File: config.mk
export PLATFORM = sky130hd
export DESIGN_NAME = audio_rx
export DESIGN_NICKNAME = d
export VERILOG_FILES = /design/src/rtl/audio_pkg.sv /design/src/rtl/sync_edge.sv /design/src/rtl/audio_rx.sv
export SDC_FILE = /design/constraint.sdc
export NUM_CORES = 1
export LEC_CHECK = 0
export CORE_MARGIN = 2
export CORE_UTILIZATION = 35
export DETAILED_ROUTE_END_ITERATION = 10
export PLACE_DENSITY = 0.65
export SLEW_MARGIN = 20
export SYNTH_ARGS = -nofsm -noshare
export SYNTH_HDL_FRONTEND = slang
export SYNTH_SLANG_ARGS = --single-unit
File: constraint.sdc
create_clock -name clk -period 3.2 [get_ports clk]
set_clock_uncertainty 0.2 [all_clocks]
set_input_delay 0.64 -clock clk [delete_from_list [all_inputs] [get_ports clk]]
set_output_delay 0.64 -clock clk [all_outputs]
set_load 0.03 [all_outputs]
File: src/rtl/audio_pkg.sv
// audio_pkg
// Shared definitions for the WM8731 audio path (audio_rx and audio_tx).
// Holds the ws channel encoding, the audio word width presented to the
// system, the bit-counter width and the receive state enumeration.
// No ports; imported with "import audio_pkg::*;".

package audio_pkg;

   // ws (lrclk) level that selects each channel on the codec pins
   localparam logic WS_LEFT  = 1'b0;
   localparam logic WS_RIGHT = 1'b1;

   // Width of the sign-extended words handed to the system
   localparam int AUDIO_WORD_W = 32;

   // Width of the per-word bit counter
   localparam int BITCNT_W = 6;

   // Receive states: HUNT discards until the first channel boundary
   typedef enum logic [1:0] {
      HUNT,
      LEFT,
      RIGHT
   } rxState_e;

   // Saturating increment for the bit counter, so it sticks at all-ones
   function automatic logic [BITCNT_W-1:0] satInc(input logic [BITCNT_W-1:0] v);
      return (v == '1) ? v : v + 1'b1;
   endfunction

endpackage

File: src/rtl/sync_edge.sv
// sync_edge
// Synchroniser for the asynchronous codec inputs. One edge input (bclk)
// and a bundle of data inputs (ws, sdata) travel through identical
// STAGES-deep flop chains so they stay mutually aligned; a rising-edge
// detector is applied to the edge input only.
// Ports:
//   clk     in   system clock
//   rst_n   in   asynchronous active-low reset
//   edge_i  in   asynchronous clock-like input (bclk)
//   data_i  in   WIDTH asynchronous inputs sampled alongside edge_i
//   data_o  out  synchronised data_i
//   rise_o  out  1 when synchronised edge_i is 1 and was 0 one cycle earlier

module sync_edge #(
   parameter int STAGES = 2,
   parameter int WIDTH  = 2
) (
   input  logic             clk,
   input  logic             rst_n,
   input  logic             edge_i,
   input  logic [WIDTH-1:0] data_i,
   output logic [WIDTH-1:0] data_o,
   output logic             rise_o
);

   // The edge bit rides in bit 0 of a common chain so every input sees
   // exactly the same number of flops.
   logic [WIDTH:0] chain_q [STAGES];
   logic           edgePrev_q;

   // Shift the combined chain one stage per clock and remember the last
   // synchronised edge value so a 0->1 step can be detected.
   always_ff @(posedge clk or negedge rst_n) begin
      if (!rst_n) begin
         for (int i = 0; i < STAGES; i++) begin
            chain_q[i] <= '0;
         end
         edgePrev_q <= 1'b0;
      end else begin
         chain_q[0] <= {data_i, edge_i};
         for (int i = 1; i < STAGES; i++) begin
            chain_q[i] <= chain_q[i-1];
         end
         edgePrev_q <= chain_q[STAGES-1][0];
      end
   end

   assign data_o = chain_q[STAGES-1][WIDTH:1];
   assign rise_o = chain_q[STAGES-1][0] & ~edgePrev_q;

endmodule

File: src/rtl/audio_rx.sv
// audio_rx
// I2S receive engine for the WM8731 ADC path. Oversamples bclk, adclrc
// and adcdat in the clk domain, deserialises one left and one right word
// per frame and presents the pair with a one-cycle valid strobe.
// Ports:
//   clk         in   system clock
//   rst_n       in   asynchronous active-low reset
//   sck_bclk    in   codec bit clock (asynchronous)
//   ws_lrc      in   adclrc, 0 = left, 1 = right
//   sdata       in   adcdat, MSB first
//   left_data   out  last complete left word, sign-extended
//   right_data  out  last complete right word, sign-extended
//   data_valid  out  one-cycle pulse when a new pair is presented
//   short_word  out  one-cycle pulse when a word closed with too few bits

module audio_rx
   import audio_pkg::*;
#(
   parameter int DATA_WIDTH  = 16,
   parameter int SYNC_STAGES = 2
) (
   input  logic                    clk,
   input  logic                    rst_n,
   input  logic                    sck_bclk,
   input  logic                    ws_lrc,
   input  logic                    sdata,
   output logic [AUDIO_WORD_W-1:0] left_data,
   output logic [AUDIO_WORD_W-1:0] right_data,
   output logic                    data_valid,
   output logic                    short_word
);

   localparam logic [BITCNT_W-1:0] FULL_CNT = BITCNT_W'(DATA_WIDTH);

   logic [1:0]              syncData;
   logic                    wsSync;
   logic                    sdSync;
   logic                    bclkRise;

   rxState_e                state_q;
   logic [BITCNT_W-1:0]     bitCnt_q;
   logic [DATA_WIDTH-1:0]   shreg_q;
   logic                    ws_q;
   logic                    haveLeft_q;
   logic [AUDIO_WORD_W-1:0] hold_q;
   logic [AUDIO_WORD_W-1:0] left_q;
   logic [AUDIO_WORD_W-1:0] right_q;
   logic                    valid_q;
   logic                    short_q;

   logic                    boundary;
   logic                    roomLeft;
   logic [DATA_WIDTH-1:0]   shreg_d;
   logic [BITCNT_W-1:0]     bitCnt_d;
   logic                    isShort;
   logic [DATA_WIDTH-1:0]   closedWord;
   logic [AUDIO_WORD_W-1:0] closedWide;
   logic [AUDIO_WORD_W-1:0] closedExt;

   sync_edge #(
      .STAGES (SYNC_STAGES),
      .WIDTH  (2)
   ) uSync (
      .clk    (clk),
      .rst_n  (rst_n),
      .edge_i (sck_bclk),
      .data_i ({sdata, ws_lrc}),
      .data_o (syncData),
      .rise_o (bclkRise)
   );

   assign wsSync = syncData[0];
   assign sdSync = syncData[1];

   // Datapath for one bclk rise. The bit on a rise always belongs to the
   // word being built (on a boundary it is the old word's LSB slot), so
   // the shifted register and count are shared by capture and close.
   // Closing left-justifies a short word by the missing bit count, then
   // sign-extends from DATA_WIDTH-1 using an arithmetic shift pair.
   always_comb begin
      boundary   = bclkRise && (wsSync != ws_q);
      roomLeft   = bitCnt_q < FULL_CNT;
      shreg_d    = roomLeft ? DATA_WIDTH'({shreg_q, sdSync}) : shreg_q;
      bitCnt_d   = roomLeft ? satInc(bitCnt_q) : bitCnt_q;
      isShort    = bitCnt_d < FULL_CNT;
      closedWord = shreg_d << (FULL_CNT - bitCnt_d);
      closedWide = AUDIO_WORD_W'(closedWord) << (AUDIO_WORD_W - DATA_WIDTH);
      closedExt  = AUDIO_WORD_W'($signed(closedWide) >>> (AUDIO_WORD_W - DATA_WIDTH));
   end

   // Receive state machine with registered outputs. HUNT throws away the
   // partial word seen after reset. A right word closed without a
   // preceding left word (haveLeft_q clear) produces no valid strobe.
   always_ff @(posedge clk or negedge rst_n) begin
      if (!rst_n) begin
         state_q    <= HUNT;
         bitCnt_q   <= '0;
         shreg_q    <= '0;
         ws_q       <= WS_LEFT;
         haveLeft_q <= 1'b0;
         hold_q     <= '0;
         left_q     <= '0;
         right_q    <= '0;
         valid_q    <= 1'b0;
         short_q    <= 1'b0;
      end else begin
         valid_q <= 1'b0;
         short_q <= 1'b0;
         if (bclkRise) begin
            if (boundary) begin
               ws_q     <= wsSync;
               bitCnt_q <= '0;
               shreg_q  <= '0;
               case (state_q)
                  HUNT: begin
                     state_q <= (wsSync == WS_RIGHT) ? RIGHT : LEFT;
                  end
                  LEFT: begin
                     hold_q     <= closedExt;
                     haveLeft_q <= 1'b1;
                     short_q    <= isShort;
                     state_q    <= RIGHT;
                  end
                  RIGHT: begin
                     short_q <= isShort;
                     if (haveLeft_q) begin
                        left_q  <= hold_q;
                        right_q <= closedExt;
                        valid_q <= 1'b1;
                     end
                     haveLeft_q <= 1'b0;
                     state_q    <= LEFT;
                  end
                  default: begin
                     state_q <= HUNT;
                  end
               endcase
            end else begin
               shreg_q  <= shreg_d;
               bitCnt_q <= bitCnt_d;
            end
         end
      end
   end

   assign left_data  = left_q;
   assign right_data = right_q;
   assign data_valid = valid_q;
   assign short_word = short_q;

endmodule
==> impl_metrics.sql <==
INSERT INTO impl_metrics (metric_group, metric, value, unit) VALUES
('run_status', 'status', 'completed', ''),
('critical_path', 'worst_r2r_startpoint', 'bitCnt_q[1]$_DFFE_PN0P_', ''),
('clock_tree', 'cts-hold-fix-buffers', '0', ''),
('critical_path', 'cp_data_required_time', '3.23', 'ns'),
('die', 'rows', '42', ''),
('route', 'dr_total_vias', '3725', ''),
('yosys', 'synth.net_count', '495', ''),
('die', 'start_util', '35.6', '%'),
('clock_tree', 'cts_inserted_buffers', '9', ''),
('clock_tree', 'cts-root-to-sink-buffers', '2', ''),
('hold_path', 'hold_path.class', 'primary input to asynchronous set/reset pin', ''),
('sta', 'setup_slack', '0.193', 'ns'),
('critical_path', 'timing.reg2reg.setup_slack', '0.19', 'ns'),
('yosys', 'ys_seq_area_share', '44.2', '%'),
('place', 'place_ws', '-0.104', 'ns'),
('route', 'antenna_left', '0', ''),
('die', 'dieArea', '14400', 'sq um'),
('power', 'total_power', '5.71', 'mW'),
('yosys', 'postSynth.topFlopCell', 'sky130_fd_sc_hd__dfrtp_1', ''),
('clock_tree', 'clock_sink_count', '83', ''),
('critical_path', 'start_kind', 'flip-flop', ''),
('critical_path', 'timing.critical_path.slowest_cell_delay', '0.44', 'ns'),
('die', 'dieWidth', '120', 'um'),
('power', 'power_leakage', '2.56', 'nW'),
('global_route', 'grt_use_total', '15.8', '%'),
('place', 'dp.final_hpwl', '7.90', 'mm'),
('finish', 'n_antenna_cell', '0', ''),
('sta', 'worst-slew-pin-transition', '0.603', 'ns'),
('yosys', 'yosys_warns', '0', ''),
('sta', 'max-slew-margin-rel', '59.7', '%'),
('global_route', 'grt_pass1_wl', '18.0', 'mm'),
('place', 'finalWeightedCongestion', '0.880', ''),
('finish', 'final_net_count', '539', ''),
('yosys', 'proportion_of_register_bits_with_asynchronous_set_or_reset_after_synthesis', '100', '%'),
('route', 'wire_per_inst', '15.4', 'um'),
('yosys', 'synth.cell_area', '4700', 'sq um'),
('yosys', 'yosys.cell_types.count', '67', ''),
('critical_path', 'r2r-end', 'hold_q[8]$_DFFE_PN0P_', ''),
('critical_path', 'timing.critical_path.max_delay_family', 'compound AO/OA/AOI/OAI gates', ''),
('critical_path', 'worstSetupEndpointType', 'flip-flop', ''),
('sta', 'fmax', '0.333', 'GHz'),
('clock_tree', 'cts_htree_levels', '3', ''),
('place', 'port-buffer-count', '70', ''),
('route', 'first_drt_pass_iteration_count', '4', ''),
('die', 'core', '13200', 'sq um'),
('critical_path', 'worst-path-buf-inv', '0', ''),
('critical_path', 'timing.critical_path.arrival', '3.04', 'ns'),
('global_route', 'grt_antenna_before_repair', '0', ''),
('clock_tree', 'clock_tree_from_tritoncts', 'done', ''),
('route', 'post_route_wl', '11.0', 'mm'),
('sta', 'post-route-period-util', '94.0', '%'),
('route', 'drt_iter0_drc', '229', ''),
('die', 'die_height', '120', 'um'),
('run', 'cap_viol_max_count', '0', ''),
('global_route', 'globalRouteOverflowTotal', '0', ''),
('sta', 'setup_violations', '0', ''),
('route', 'detail_route.vias_per_cell', '5.25', ''),
('yosys', 'post_synth_inst_count', '485', ''),
('power', 'power_per_cell_area', '987', 'nW/um^2'),
('global_route', 'vias_in_the_first_global_route', '3424', ''),
('critical_path', 'critical_path_s_slowest_cell', 'sky130_fd_sc_hd__dfrtp_1', ''),
('finish', 'flow.area_growth_from_synthesis', '23.2', '%'),
('yosys', 'synth.avg_cell_area', '9.68', 'sq um'),
('route', 'drc_errors', '0', ''),
('clock_tree', 'clkSlewWorstSetupHoldPaths', '0.06', 'ns'),
('power', 'ir_worst_vdd', '374', 'uV'),
('sta', 'slew_viol_final', '0', ''),
('yosys', 'yosys_register_bits', '83', ''),
('sta', 'hold_ws', '0.0665', 'ns'),
('sta', 'unrepaired_setup_endpoints_after_global_routing', 'false', ''),
('global_route', 'grt_max_degree', '46', ''),
('critical_path', 'rr_worst_depth', '8', ''),
('clock_tree', 'cell_chosen_for_the_clock_root', 'sky130_fd_sc_hd__clkbuf_16', ''),
('critical_path', 'criticalPathCategory', 'flip-flop to flip-flop', ''),
('yosys', 'synth-edff-count', '0', ''),
('sta', 'fin_crit_period', '3.01', 'ns'),
('finish', 'fraction_of_final_layout_cells_sized_beyond_drive_strength_1', '17.4', '%'),
('critical_path', 'critical_path.max_fanout', '5', ''),
('clock_tree', 'insertion_delay', '0.35', 'ns'),
('sta', 'finalHoldViolCount', '0', ''),
('die', 'floorplan.io_pins', '71', ''),
('critical_path', 'chain_of_cells_forming_the_critical_path', 'ha_1, nor4b_2, a21oi_1, a211oi_1, or2_1, mux2i_1, o32ai_2, mux2_1', '');
==> state kept, by name, summed over array words and instances, names as in the netlist, 2 cells and up <==
register / cells
hold_q: 16
left_data: 16
right_data: 16
shreg_q: 16
bitCnt_q: 6
uSync.chain_q: 4
state_q: 2
uSync.data_o: 2
==> layout by cell type (no fill, tap or decap), types with 11 or more instances in the layout <==
cell type and count:
sky130_fd_sc_hd__mux2_2 14, sky130_fd_sc_hd__buf_4 26, sky130_fd_sc_hd__a22o_1 18, sky130_fd_sc_hd__o21ai_0 29, sky130_fd_sc_hd__nand2_1 94, sky130_fd_sc_hd__or3b_2 11
sky130_fd_sc_hd__nor2_1 18, sky130_fd_sc_hd__nor2b_1 14, sky130_fd_sc_hd__clkdlybuf4s50_1 69, sky130_fd_sc_hd__mux2i_1 16, sky130_fd_sc_hd__dfrtp_1 83
==> layout make-up <==
type	instances	area [sq um]
clock buffer	9	225
clock inverter	7	91.3
fill	1243	7400
inverter	9	33.8
multi-input combinational	330	2230
sequential	83	2080
tap	176	220
timing repair buffer	96	906
==> stage by stage <==
step	TNS, ns	instances	util (%)	instance area (sq um)
3_3_place_gp	-0.0140	690	41.0	5410
5_1_grt	0	710	43.9	5790
3_5_place_dp	-0.174	690	41.0	5410
6_report	0	710	43.9	5790
2_1_floorplan	0	485	-	4700
4_1_cts	0	706	43.5	5740
==> kinds of logic after synthesis <==
kind of cell | count (synthesis) | share of synthesized area, %
AND/OR/NAND/NOR | 171 | 18.6
AO/OA/AOI/OAI | 114 | 17.5
flip-flops | 83 | 44.2
buffers and inverters | 72 | 8.82
multiplexers | 32 | 7.49
XOR/XNOR | 8 | 2.08
adder cells (fa/ha/maj) | 5 | 1.33
==> where the power goes <==
part	internal, mW	switching (mW)
registers	1.24	0.160
clock network	0.681	0.423
logic	1.34	1.87
total	3.26	2.45
==> synth_stat cells, types with 4 or more instances <==
master	n	area share, %
sky130_fd_sc_hd__a211oi_1	7	1.1
sky130_fd_sc_hd__a21oi_1	6	0.64
sky130_fd_sc_hd__a22o_1	18	3.4
sky130_fd_sc_hd__a31o_2	7	1.3
sky130_fd_sc_hd__a31oi_1	8	1.1
sky130_fd_sc_hd__buf_2	7	0.75
sky130_fd_sc_hd__buf_4	32	5.1
sky130_fd_sc_hd__clkbuf_1	21	1.7
sky130_fd_sc_hd__dfrtp_1	83	44
sky130_fd_sc_hd__ha_1	5	1.3
sky130_fd_sc_hd__inv_1	6	0.48
sky130_fd_sc_hd__mux2_2	14	3.4
sky130_fd_sc_hd__mux2i_1	16	3.4
sky130_fd_sc_hd__nand2_1	94	7.5
sky130_fd_sc_hd__nand3_1	10	1.1
sky130_fd_sc_hd__nor2_1	18	1.4
sky130_fd_sc_hd__nor2b_1	14	1.9
sky130_fd_sc_hd__o21ai_0	29	3.1
sky130_fd_sc_hd__o21ai_1	5	0.53
sky130_fd_sc_hd__o22ai_1	4	0.53
sky130_fd_sc_hd__o31ai_1	8	1.3
sky130_fd_sc_hd__or3b_2	11	2.1
sky130_fd_sc_hd__xnor2_1	6	1.1
==> per-layer routing <==
| layer | share of wire, % | up-vias | GRT usage [%] | wire length [um] |
|---|---|---|---|---|
| met3 | 5.7 | 12 | 3.99 | 629 |
| met5 | 0 | - | 0 | 0 |
| li1 | - | 1792 | - | - |
| met2 | 46 | 116 | 24.8 | 5020 |
| met4 | 1.4 | 0 | 4.63 | 155 |
| met1 | 47 | 1805 | 21.7 | 5160 |
==> how the worst max path moves through the flow <==
| stage | start | to | cells after the start |
|---|---|---|---|
| floorplan | bitCnt_q[4]$_DFFE_PN0P_ | hold_q[13]$_DFFE_PN0P_ | 13 |
| global placement | bitCnt_q[1]$_DFFE_PN0P_ | right_data[8]$_DFFE_PN0P_ | 8 |
| detailed placement | bitCnt_q[1]$_DFFE_PN0P_ | right_data[8]$_DFFE_PN0P_ | 8 |
| CTS | bitCnt_q[1]$_DFFE_PN0P_ | right_data[8]$_DFFE_PN0P_ | 8 |
| global route | bitCnt_q[1]$_DFFE_PN0P_ | hold_q[8]$_DFFE_PN0P_ | 8 |
| finish | bitCnt_q[1]$_DFFE_PN0P_ | hold_q[8]$_DFFE_PN0P_ | 8 |
==> repair_timing <==
action | 4_1_cts | 5_1_grt
setup buffers | 0 | 4
gates resized for setup | 1 | 5
setup endpoints to repair | 4 | 16
pin swaps | 0 | 1
endpoints found under the hold margin | 0 | 0
Note: power is estimated with default switching activity, not from simulation.
